<file path="src/rtl/fir_seq_pkg.sv">
`default_nettype none
// +----------------------------------------------------------------------------+
// | fir_seq_pkg: shared types, default geometry and sizing helpers for the FIR |
// | address sequencer. FIR_SEQ_SYMM_EN selects symmetric mode.  Rev 1.0        |
// +----------------------------------------------------------------------------+
package fir_seq_pkg;

    typedef enum logic [1:0] {
        ST_IDLE  = 2'd0,
        ST_RUN   = 2'd1,
        ST_DRAIN = 2'd2
    } seq_state_e;

    function automatic int taps_f(input int h_aw);
        return 1 << h_aw;
    endfunction

    function automatic int x_depth_f(input int x_aw);
        return 1 << x_aw;
    endfunction

    function automatic int n_out_f(input int h_aw, input int x_aw);
        return x_depth_f(x_aw) - taps_f(h_aw) + 1;
    endfunction

    function automatic int ch_width_f(input int nch);
        return (nch <= 1) ? 1 : $clog2(nch);
    endfunction

    // Symmetric filters fold the coefficient set, so only half the taps are walked.
    function automatic int k_last_f(input int h_aw);
`ifdef FIR_SEQ_SYMM_EN
        return taps_f(h_aw) / 2 - 1;
`else
        return taps_f(h_aw) - 1;
`endif
    endfunction

    localparam int DEF_H_ADDR_WIDTH = 4;
    localparam int DEF_X_ADDR_WIDTH = 6;
    localparam int TAPS     = taps_f(DEF_H_ADDR_WIDTH);
    localparam int X_DEPTH  = x_depth_f(DEF_X_ADDR_WIDTH);
    localparam int N_OUT    = n_out_f(DEF_H_ADDR_WIDTH, DEF_X_ADDR_WIDTH);
    localparam int CH_WIDTH = ch_width_f(1);

endpackage
`default_nettype wire

</file>
<file path="src/rtl/fir_strobe_delay.sv">
`default_nettype none
// +----------------------------------------------------------------------------+
// | fir_strobe_delay: DEPTH-stage shift register carrying {valid, ch, index}   |
// | with asynchronous clear.  Rev 1.0                                          |
// +----------------------------------------------------------------------------+
module fir_strobe_delay #(
    parameter int DEPTH = 4,
    parameter int CH_W  = 1,
    parameter int IDX_W = 6
) (
    input  logic             clk,
    input  logic             rst_n,
    input  logic             valid_i,
    input  logic [CH_W-1:0]  ch_i,
    input  logic [IDX_W-1:0] index_i,
    output logic             valid_o,
    output logic [CH_W-1:0]  ch_o,
    output logic [IDX_W-1:0] index_o
);

    logic [DEPTH-1:0] valid_q;
    logic [CH_W-1:0]  ch_q  [DEPTH];
    logic [IDX_W-1:0] idx_q [DEPTH];

    always_ff @(posedge clk or negedge rst_n) begin
        if (!rst_n) begin
            valid_q <= '0;
            for (int i = 0; i < DEPTH; i++) begin
                ch_q[i]  <= '0;
                idx_q[i] <= '0;
            end
        end else begin
            valid_q[0] <= valid_i;
            ch_q[0]    <= ch_i;
            idx_q[0]   <= index_i;
            for (int i = 1; i < DEPTH; i++) begin
                valid_q[i] <= valid_q[i-1];
                ch_q[i]    <= ch_q[i-1];
                idx_q[i]   <= idx_q[i-1];
            end
        end
    end

    assign valid_o = valid_q[DEPTH-1];
    assign ch_o    = ch_q[DEPTH-1];
    assign index_o = idx_q[DEPTH-1];

endmodule
`default_nettype wire

</file>
<file path="src/rtl/fir_addr_seq.sv">
`default_nettype none
// +----------------------------------------------------------------------------+
// | fir_addr_seq: coefficient/sample address and strobe sequencer for the      |
// | DSP58 FIR MAC; FIR_SEQ_SYMM_EN enables symmetric (pre-adder) mode. Rev 1.0 |
// +----------------------------------------------------------------------------+
module fir_addr_seq
    import fir_seq_pkg::*;
#(
    parameter  int H_ADDR_WIDTH = DEF_H_ADDR_WIDTH,
    parameter  int X_ADDR_WIDTH = DEF_X_ADDR_WIDTH,
    parameter  int NUM_CH       = 1,
    parameter  int PIPE_DELAY   = 4,
    localparam int CH_WIDTH     = ch_width_f(NUM_CH)
) (
    input  logic                    clk,
    input  logic                    rst_n,
    input  logic                    start_i,
    input  logic                    stall_i,
    output logic                    busy_o,
    output logic                    done_o,
    output logic                    rd_en_o,
    output logic [H_ADDR_WIDTH-1:0] h_addr_o,
    output logic [X_ADDR_WIDTH-1:0] x_addr_o,
    output logic [X_ADDR_WIDTH-1:0] x_addr_b_o,
    output logic [CH_WIDTH-1:0]     ch_sel_o,
    output logic                    acc_first_o,
    output logic                    y_valid_o,
    output logic [CH_WIDTH-1:0]     y_ch_o,
    output logic [X_ADDR_WIDTH-1:0] y_index_o
);

    localparam int TAPS    = taps_f(H_ADDR_WIDTH);
    localparam int X_DEPTH = x_depth_f(X_ADDR_WIDTH);
    localparam int N_OUT   = X_DEPTH - TAPS + 1;
    localparam int K_LAST  = k_last_f(H_ADDR_WIDTH);
    localparam int X1W     = X_ADDR_WIDTH + 1;
    localparam int DRAIN_W = $clog2(PIPE_DELAY + 1);

    localparam logic [H_ADDR_WIDTH-1:0] K_LAST_V   = H_ADDR_WIDTH'(K_LAST);
    localparam logic [CH_WIDTH-1:0]     C_LAST_V   = CH_WIDTH'(NUM_CH - 1);
    localparam logic [X_ADDR_WIDTH-1:0] N_LAST_V   = X_ADDR_WIDTH'(N_OUT - 1);
    localparam logic [X_ADDR_WIDTH-1:0] X_RESET_V  = X_ADDR_WIDTH'(TAPS - 1);
    localparam logic [DRAIN_W-1:0]      DRAIN_LAST = DRAIN_W'(PIPE_DELAY);

    seq_state_e              state_q;
    logic [H_ADDR_WIDTH-1:0] k_q, k_d;
    logic [CH_WIDTH-1:0]     c_q, c_d;
    logic [X_ADDR_WIDTH-1:0] n_q, n_d;
    logic [DRAIN_W-1:0]      drain_q;

    logic                    busy_q, done_q, rd_en_q, acc_first_q, last_q;
    logic [H_ADDR_WIDTH-1:0] h_addr_q;
    logic [X_ADDR_WIDTH-1:0] x_addr_q, x_addr_b_q, idx_q;
    logic [CH_WIDTH-1:0]     ch_sel_q;

    logic                    k_wrap, c_wrap, n_wrap, final_issue;
    logic [X1W-1:0]          x_full;
    logic [X_ADDR_WIDTH-1:0] x_addr_d, x_addr_b_d;

    // Compare-and-clear counters: k innermost, then channel, then output index.
    always_comb begin
        k_wrap      = (k_q == K_LAST_V);
        c_wrap      = (c_q == C_LAST_V);
        n_wrap      = (n_q == N_LAST_V);
        final_issue = k_wrap & c_wrap & n_wrap;
        k_d = k_wrap ? '0 : k_q + H_ADDR_WIDTH'(1);
        c_d = c_q;
        n_d = n_q;
        if (k_wrap) begin
            c_d = c_wrap ? '0 : c_q + CH_WIDTH'(1);
            if (c_wrap) begin
                n_d = n_wrap ? '0 : n_q + X_ADDR_WIDTH'(1);
            end
        end
    end

    // One guard bit keeps the subtraction exact; the result never exceeds X_DEPTH-1.
    assign x_full   = X1W'(n_q) + X1W'(TAPS - 1) - X1W'(k_q);
    assign x_addr_d = X_ADDR_WIDTH'(x_full);

`ifdef FIR_SEQ_SYMM_EN
    logic [X1W-1:0] x_b_full;
    assign x_b_full   = X1W'(n_q) + X1W'(k_q);
    assign x_addr_b_d = X_ADDR_WIDTH'(x_b_full);
`else
    assign x_addr_b_d = '0;
`endif

    always_ff @(posedge clk or negedge rst_n) begin
        if (!rst_n) begin
            state_q     <= ST_IDLE;
            k_q         <= '0;
            c_q         <= '0;
            n_q         <= '0;
            drain_q     <= '0;
            busy_q      <= 1'b0;
            done_q      <= 1'b0;
            rd_en_q     <= 1'b0;
            acc_first_q <= 1'b0;
            last_q      <= 1'b0;
            h_addr_q    <= '0;
            x_addr_q    <= X_RESET_V;
            x_addr_b_q  <= '0;
            ch_sel_q    <= '0;
            idx_q       <= '0;
        end else begin
            done_q      <= 1'b0;
            rd_en_q     <= 1'b0;
            acc_first_q <= 1'b0;
            last_q      <= 1'b0;
            case (state_q)
                ST_IDLE: begin
                    if (start_i) begin
                        state_q <= ST_RUN;
                        busy_q  <= 1'b1;
                        k_q     <= '0;
                        c_q     <= '0;
                        n_q     <= '0;
                    end
                end
                ST_RUN: begin
                    // A stalled cycle issues nothing; addresses hold their last issued values.
                    if (!stall_i) begin
                        rd_en_q     <= 1'b1;
                        acc_first_q <= (k_q == '0);
                        last_q      <= k_wrap;
                        h_addr_q    <= k_q;
                        x_addr_q    <= x_addr_d;
                        x_addr_b_q  <= x_addr_b_d;
                        ch_sel_q    <= c_q;
                        idx_q       <= n_q;
                        k_q         <= k_d;
                        c_q         <= c_d;
                        n_q         <= n_d;
                        if (final_issue) begin
                            state_q <= ST_DRAIN;
                            drain_q <= '0;
                        end
                    end
                end
                ST_DRAIN: begin
                    if (drain_q == DRAIN_LAST) begin
                        state_q <= ST_IDLE;
                        busy_q  <= 1'b0;
                        done_q  <= 1'b1;
                    end else begin
                        drain_q <= drain_q + DRAIN_W'(1);
                    end
                end
                default: begin
                    state_q <= ST_IDLE;
                    busy_q  <= 1'b0;
                end
            endcase
        end
    end

    fir_strobe_delay #(
        .DEPTH (PIPE_DELAY),
        .CH_W  (CH_WIDTH),
        .IDX_W (X_ADDR_WIDTH)
    ) u_strobe_delay (
        .clk     (clk),
        .rst_n   (rst_n),
        .valid_i (last_q),
        .ch_i    (ch_sel_q),
        .index_i (idx_q),
        .valid_o (y_valid_o),
        .ch_o    (y_ch_o),
        .index_o (y_index_o)
    );

    assign busy_o      = busy_q;
    assign done_o      = done_q;
    assign rd_en_o     = rd_en_q;
    assign h_addr_o    = h_addr_q;
    assign x_addr_o    = x_addr_q;
    assign x_addr_b_o  = x_addr_b_q;
    assign ch_sel_o    = ch_sel_q;
    assign acc_first_o = acc_first_q;

endmodule
`default_nettype wire

</file>
<file path="config.mk">
export PLATFORM = sky130hd
export DESIGN_NAME = fir_addr_seq
export DESIGN_NICKNAME = d
export VERILOG_FILES = /design/src/rtl/fir_seq_pkg.sv /design/src/rtl/fir_strobe_delay.sv /design/src/rtl/fir_addr_seq.sv
export SDC_FILE = /design/constraint.sdc
export NUM_CORES = 1
export LEC_CHECK = 0
export CAP_MARGIN = 20
export CORE_AREA = 2 2 61 107
export CTS_BUF_LIST = sky130_fd_sc_hd__clkbuf_2 sky130_fd_sc_hd__clkbuf_4 sky130_fd_sc_hd__clkbuf_8
export DETAILED_ROUTE_END_ITERATION = 10
export DIE_AREA = 0 0 63 109
export DONT_BUFFER_PORTS = 1
export PLACE_DENSITY = 0.59
export RECOVER_POWER = 25
export SETUP_SLACK_MARGIN = 0.3
export SKIP_LAST_GASP = 1
export SYNTH_ARGS = -nofsm -noshare
export SYNTH_HDL_FRONTEND = slang
export SYNTH_SLANG_ARGS = --single-unit
</file>
<file path="constraint.sdc">
create_clock -name clk -period 2.71 [get_ports clk]
set_input_delay 0.4065 -clock clk [delete_from_list [all_inputs] [get_ports clk]]
set_output_delay 0.4065 -clock clk [all_outputs]
set_load 0.02 [all_outputs]
</file>
== Word level (Yosys, flattened, before mapping) ==
Cells that the tools add are included.
Storage, ports and cells
  output and inout port bits: 29
  register bits: 70
  word-level logic and storage cells: 92
  input port bits: 4
Cells by class
  bitwise operators: 5
  add/sub/neg operators: 6
  equal/unequal tests: 12
  reductions and logical operators: 11
  multiplexer cells: 35
Operators with widths (number)
  6-bit 2-to-1 mux: 5
  1-bit 2-to-1 mux: 14
  2-bit inequality test (second input constant): 7
  4-bit 2-to-1 mux: 3
  6-bit case mux with 2 select lines: 1
  4-bit AND reduction: 3
  3-bit 2-to-1 mux: 3
  2-bit 2-to-1 mux: 4
  4-bit case mux with 2 select lines: 1
  6-bit by 1-bit adder with 6-bit output (second input constant): 1
  6-bit by 4-bit adder with 6-bit output (second input constant): 1
  6-bit == test (second input constant): 1
  2-bit case mux with 3 select lines: 1
  3-bit case mux with 2 select lines: 1
  3-bit AND reduction: 2
  6-bit by 4-bit subtractor with 6-bit output: 1
  5-bit AND reduction: 1
  4-bit by 1-bit adder with 4-bit output (second input constant): 1
  4-bit == test (second input constant): 1
  4-bit zero test: 1
  2-bit nonzero test: 2
  3-bit by 1-bit adder with 3-bit output (second input constant): 1
  3-bit == test (second input constant): 1
  1-bit NOT: 3
  8 further kinds: 9

== Longest topological paths before layout ==
  depth in word-level cells: 6
  mapped depth: 8
  depth with buffers taken out: 8

== Cells and area by module ==
From an unflattened synthesis, not the netlist that was laid out.
Second synthesis, totals
  cell total of the unflattened synthesis: 223
  area total of the unflattened synthesis: 2672.6 um^2
Modules (own cells, without submodules)
  fir_addr_seq: area each 1826.8 um^2, cells an instance 185, seq. area each 905.9 um^2, instances 1
  fir_strobe_delay: area each 845.8 um^2, cells an instance 38, seq. area each 800.8 um^2, instances 1

== Worst setup path after synthesis ==
OpenSTA, ideal clock, no wires.
  path kind: register to register
  start: register k_q[1]
  end: register x_addr_q[5] (netlist: x_addr_o[5])
  arrival time: 1846 ps
  path buffers: 0
  required time: 2583 ps
  setup time: 127 ps
  stages on the path, launching flop included: 9
  clock period less this slack: 1973 ps
  setup slack: 737 ps
  cells stage by stage: dfrtp_1 > inv_1 > ha_1 > ha_1 > fa_1 > a21o_1 > a21oi_1 > xor2_1 > o21ai_0
On the way
  cells in the longest elaborated chain, start to end: 1
RTL lines
  from (decl): RTL line fir_addr_seq.sv:46  | logic [H_ADDR_WIDTH-1:0] k_q, k_d;
  from (signal assigned): RTL line fir_addr_seq.sv:132  | k_q <= k_d;
  6-bit by 4-bit subtractor with 6-bit output: RTL line fir_addr_seq.sv:78  | assign x_full = X1W'(n_q) + X1W'(TAPS - 1) - X1W'(k_q);
  to (signal assigned): RTL line fir_addr_seq.sv:128  | x_addr_q <= x_addr_d;
  to (decl): RTL line fir_addr_seq.sv:53  | logic [X_ADDR_WIDTH-1:0] x_addr_q, x_addr_b_q, idx_q;
Every way passes these cells.
A chain may end at the register's enable or synchronous reset.

== Worst setup path in the final report ==
Ends and elaborated chain as after synthesis.

==> impl_metrics.ini <==
[worst_setup_path]
rrSetupSlack_ps = 610
crit_type = register to register
max_stage_delay_ps = 400
critPathSlowestCell = fa_1
r2r_end = x_addr_o[5]
crit_arrival_ps = 2330
cp-start-kind = register
cp-end-kind = register
timing.rr.start = k_q[1]
path_delay_family = adder cells
worstRegToRegCells = 8
crit_path_start = k_q[1]
required_ps = 2940
crit_chain = inv_1 > ha_1 > ha_1 > fa_1 > a21o_1 > a21oi_1 > xor2_1 > o21ai_0
critPathMostFrequentCell = ha_1
cp_max_fo = 4
critPathBufInv = 1
path_depth = 8
endpoint = x_addr_o[5]

[global_routing]
grt_antenna_before_repair = 0
grt_pass1_wl_um = 7870
grt_usage_pct = 15.5
grt_max_degree = 65
grt_pass1_vias = 1606
grt_overflow = 0

[timing]
period_share_pct = 77.5
fmaxAchievable_ghz = 0.476
tightestPinTransition_ps = 1530
finalHoldViolations = 0
tns_ps = 0
rsz0062_at_grt = false
setup_viol = 0
finClkSkew_ps = 7.65
worst_slack_ps = 610
slew-limit-headroom_pct = -1.67
slew_violations = 65
layout_min_cycle_time_ps = 2100

[yosys]
synth_edf_count = 0
yosys-top-cells-area = dfrtp_1 57%, ha_1 6.7%, nand2_1 5.6%
synth_top_area_share_pct = 57.1
ys_ff_latch = 64
synthMuxAreaShare_pct = 0.571
avgSynthCellArea_um2 = 11.6
synth_top_area_cell = dfrtp_1
synthXorXnorAreaFrac_pct = 0.999
synth_compound_area_share_pct = 9.46
syn_inst = 226
synthAdderAreaFrac_pct = 7.42
synth-simple-area-share_pct = 13.0
yosysUniqueCellTypes = 42
synth_top_family_by_area = simple AND/OR/NAND/NOR gates
synth.cell_area_mm2 = 0.00263
ys.flop_type = dfrtp_1
async_flop_share_pct = 100
yosysWarningCount = 0
yosysSeqAreaShare_pct = 61.1

[cts]
numCtsBuffers = 9
cts_tree = done
clkTransAtPathRegs_ps = 70
cts_buffer_depth = 2
clock-sinks = 64
htreeDepth = 3
clock_latency_ps = 350
clock-root-buffer = clkbuf_8
cts_setup_buffers = 0

[pwr]
combinationalPowerShare_pct = 16.4
cellPowerDensity_mw_per_mm2 = 888
p_sw_uw = 839
p_int_mw = 1.67
vdd_drop_max_v = 0.000394
p_seq_share_pct = 54.3
switching_share_pct = 33.4
clkPwrFrac_pct = 29.3
power.static_leakage_nw = 1.40

[floorplanning]
core_area_mm2 = 0.00604
io_pins = 33
die_h_um = 109
rows = 38
dieArea_mm2 = 0.00687
start_util_pct = 43.6
die_w_um = 63

[routing]
wirelength_um = 4460
top_layer = met4
wl_met3_um = 201
drt_iter0_drc = 88
wl_met1_um = 1810
dr_total_vias = 1539
drt_pre_antenna_iters = 4
ant_nets = 0
wire_per_inst_um = 14.2
wl_met2_um = 2220
avgViaCountPerCell = 4.92
drc_errors = 0

[placement]
dp_hpwl_um = 3080
numPortBuffers = 0
gp_congestion = 0.797
place_ws_ps = 626
dp_cells = 295

[hold_path]
holdPathStages = 2
hold_class = input pin to register

[finish]
antenna_cells = 0
nets = 247
drive_above_1_share_pct = 12.4
final_cells = 313
synthToLayoutAreaGrowth_pct = 7.37
fillCellCount = 572

[run_status]
violations = capacitance limit, slew limit
outcome = complete, but fails checks

[flow_run]
maxCapViolations = 1
[power groups by stage]
stage	Sequential [mW]	Clock [mW]	Combinational, mW
floorplan	1.33	0	0.346
global placement	1.38	0	0.392
detailed placement	1.38	0	0.397
CTS	1.37	0.758	0.428
global route	1.39	0.808	0.490
finish	1.36	0.736	0.412
[synth_stat cells, types with 2 or more instances]
master	count
nand4b_1	2
a21oi_1	7
ha_1	14
dfrtp_1	60
o21ai_1	7
nand2_1	39
dfstp_2	4
nand3_1	7
xor2_1	2
o21ai_0	9
a31oi_1	5
or3_1	2
inv_1	12
a21o_1	3
nor2_1	4
buf_6	2
nor2b_1	3
and3_1	2
a41oi_1	2
buf_4	14
nand2b_1	4
clkbuf_1	2
[layout make-up]
type | count | area [um2] | area share (%)
Inverter | 13 | 48.8 | 1.73
Tap cell | 80 | 100 | 3.54
Clock buffer | 10 | 138 | 4.87
Multi-Input combinational cell | 136 | 858 | 30.4
Sequential cell | 64 | 1610 | 56.9
Clock inverter | 6 | 43.8 | 1.55
Timing Repair Buffer | 4 | 30.0 | 1.06
[sequential cells by signal (all words and copies together) (netlist names), 2 cells and up]
name / count
u_strobe_delay.idx_q: 18
idx_q: 6
n_q: 6
u_strobe_delay.index_o: 6
x_addr_o: 6
h_addr_o: 4
k_q: 4
u_strobe_delay.valid_q: 4
drain_q: 3
state_q: 2
[how the worst min path moves through the flow]
stage | start | slack [ps] | end
2_1_floorplan | rst_n | 110 | acc_first_o
3_3_place_gp | rst_n | 110 | u_strobe_delay.index_o[0]
3_5_place_dp | rst_n | 110 | x_addr_o[4]
4_1_cts | start_i | 290 | busy_o
5_1_grt | start_i | 310 | busy_o
6_report | start_i | 280 | busy_o
[placed cells by master, fill, tap and decap left out, types with 4 or more instances in the layout]
cell        Yosys  routed
conb_1          1       8
nand2_1        39      39
nand2b_1        4       4
clkbuf_8        0      10
a21oi_1         7       7
inv_1          12      12
o21ai_1         7       7
dfstp_2         4       4
a31oi_1         5       5
clkinvlp_4      0       4
ha_1           14      14
nand3_1         7       7
dfrtp_1        60      60
nor2_1          4       4
o21ai_0         9       9
[metrics by stage]
stage	instance area (um2)	hold slack, ps	power, mW	utilization [%]
finish	2830	284	2.51	46.8
global route	2830	309	2.69	46.8
CTS	2850	287	2.55	47.2
detailed placement	2630	113	1.78	43.5
global placement	2630	114	1.77	43.5
floorplan	2660	111	1.68	-
[cells by family after synthesis]
logic type	count (synthesis)
AOI/OAI and AO/OA	40
xor gates and xnor gates	3
adders and majority gates	15
buffers and inverters	33
DFF	64
muxes	1
other	1
and+or+nand+nor	69
[worst reg2reg max path: cells and delay by family (launching register included)]
kind                       cells  cell delay [ps]
AOI/OAI and AO/OA              3              420
xor gates and xnor gates       1              140
adders and majority gates      3              930
buffers and inverters          1               90
DFF                            1              390
[routing by layer]
metal / GRT usage, % / vias up
met4: 13.5 / 0
met2: 24.1 / 36
met5: 0 / -
met1: 17.6 / 743
met3: 3.72 / 18
li1: - / 742
[timing repair]
item                                   4_1_cts  5_1_grt
endpoints found under the hold margin       64        0
hold buffers                                 2        0
resized for setup                            0        0
Power figures use the tool's default switching activity.
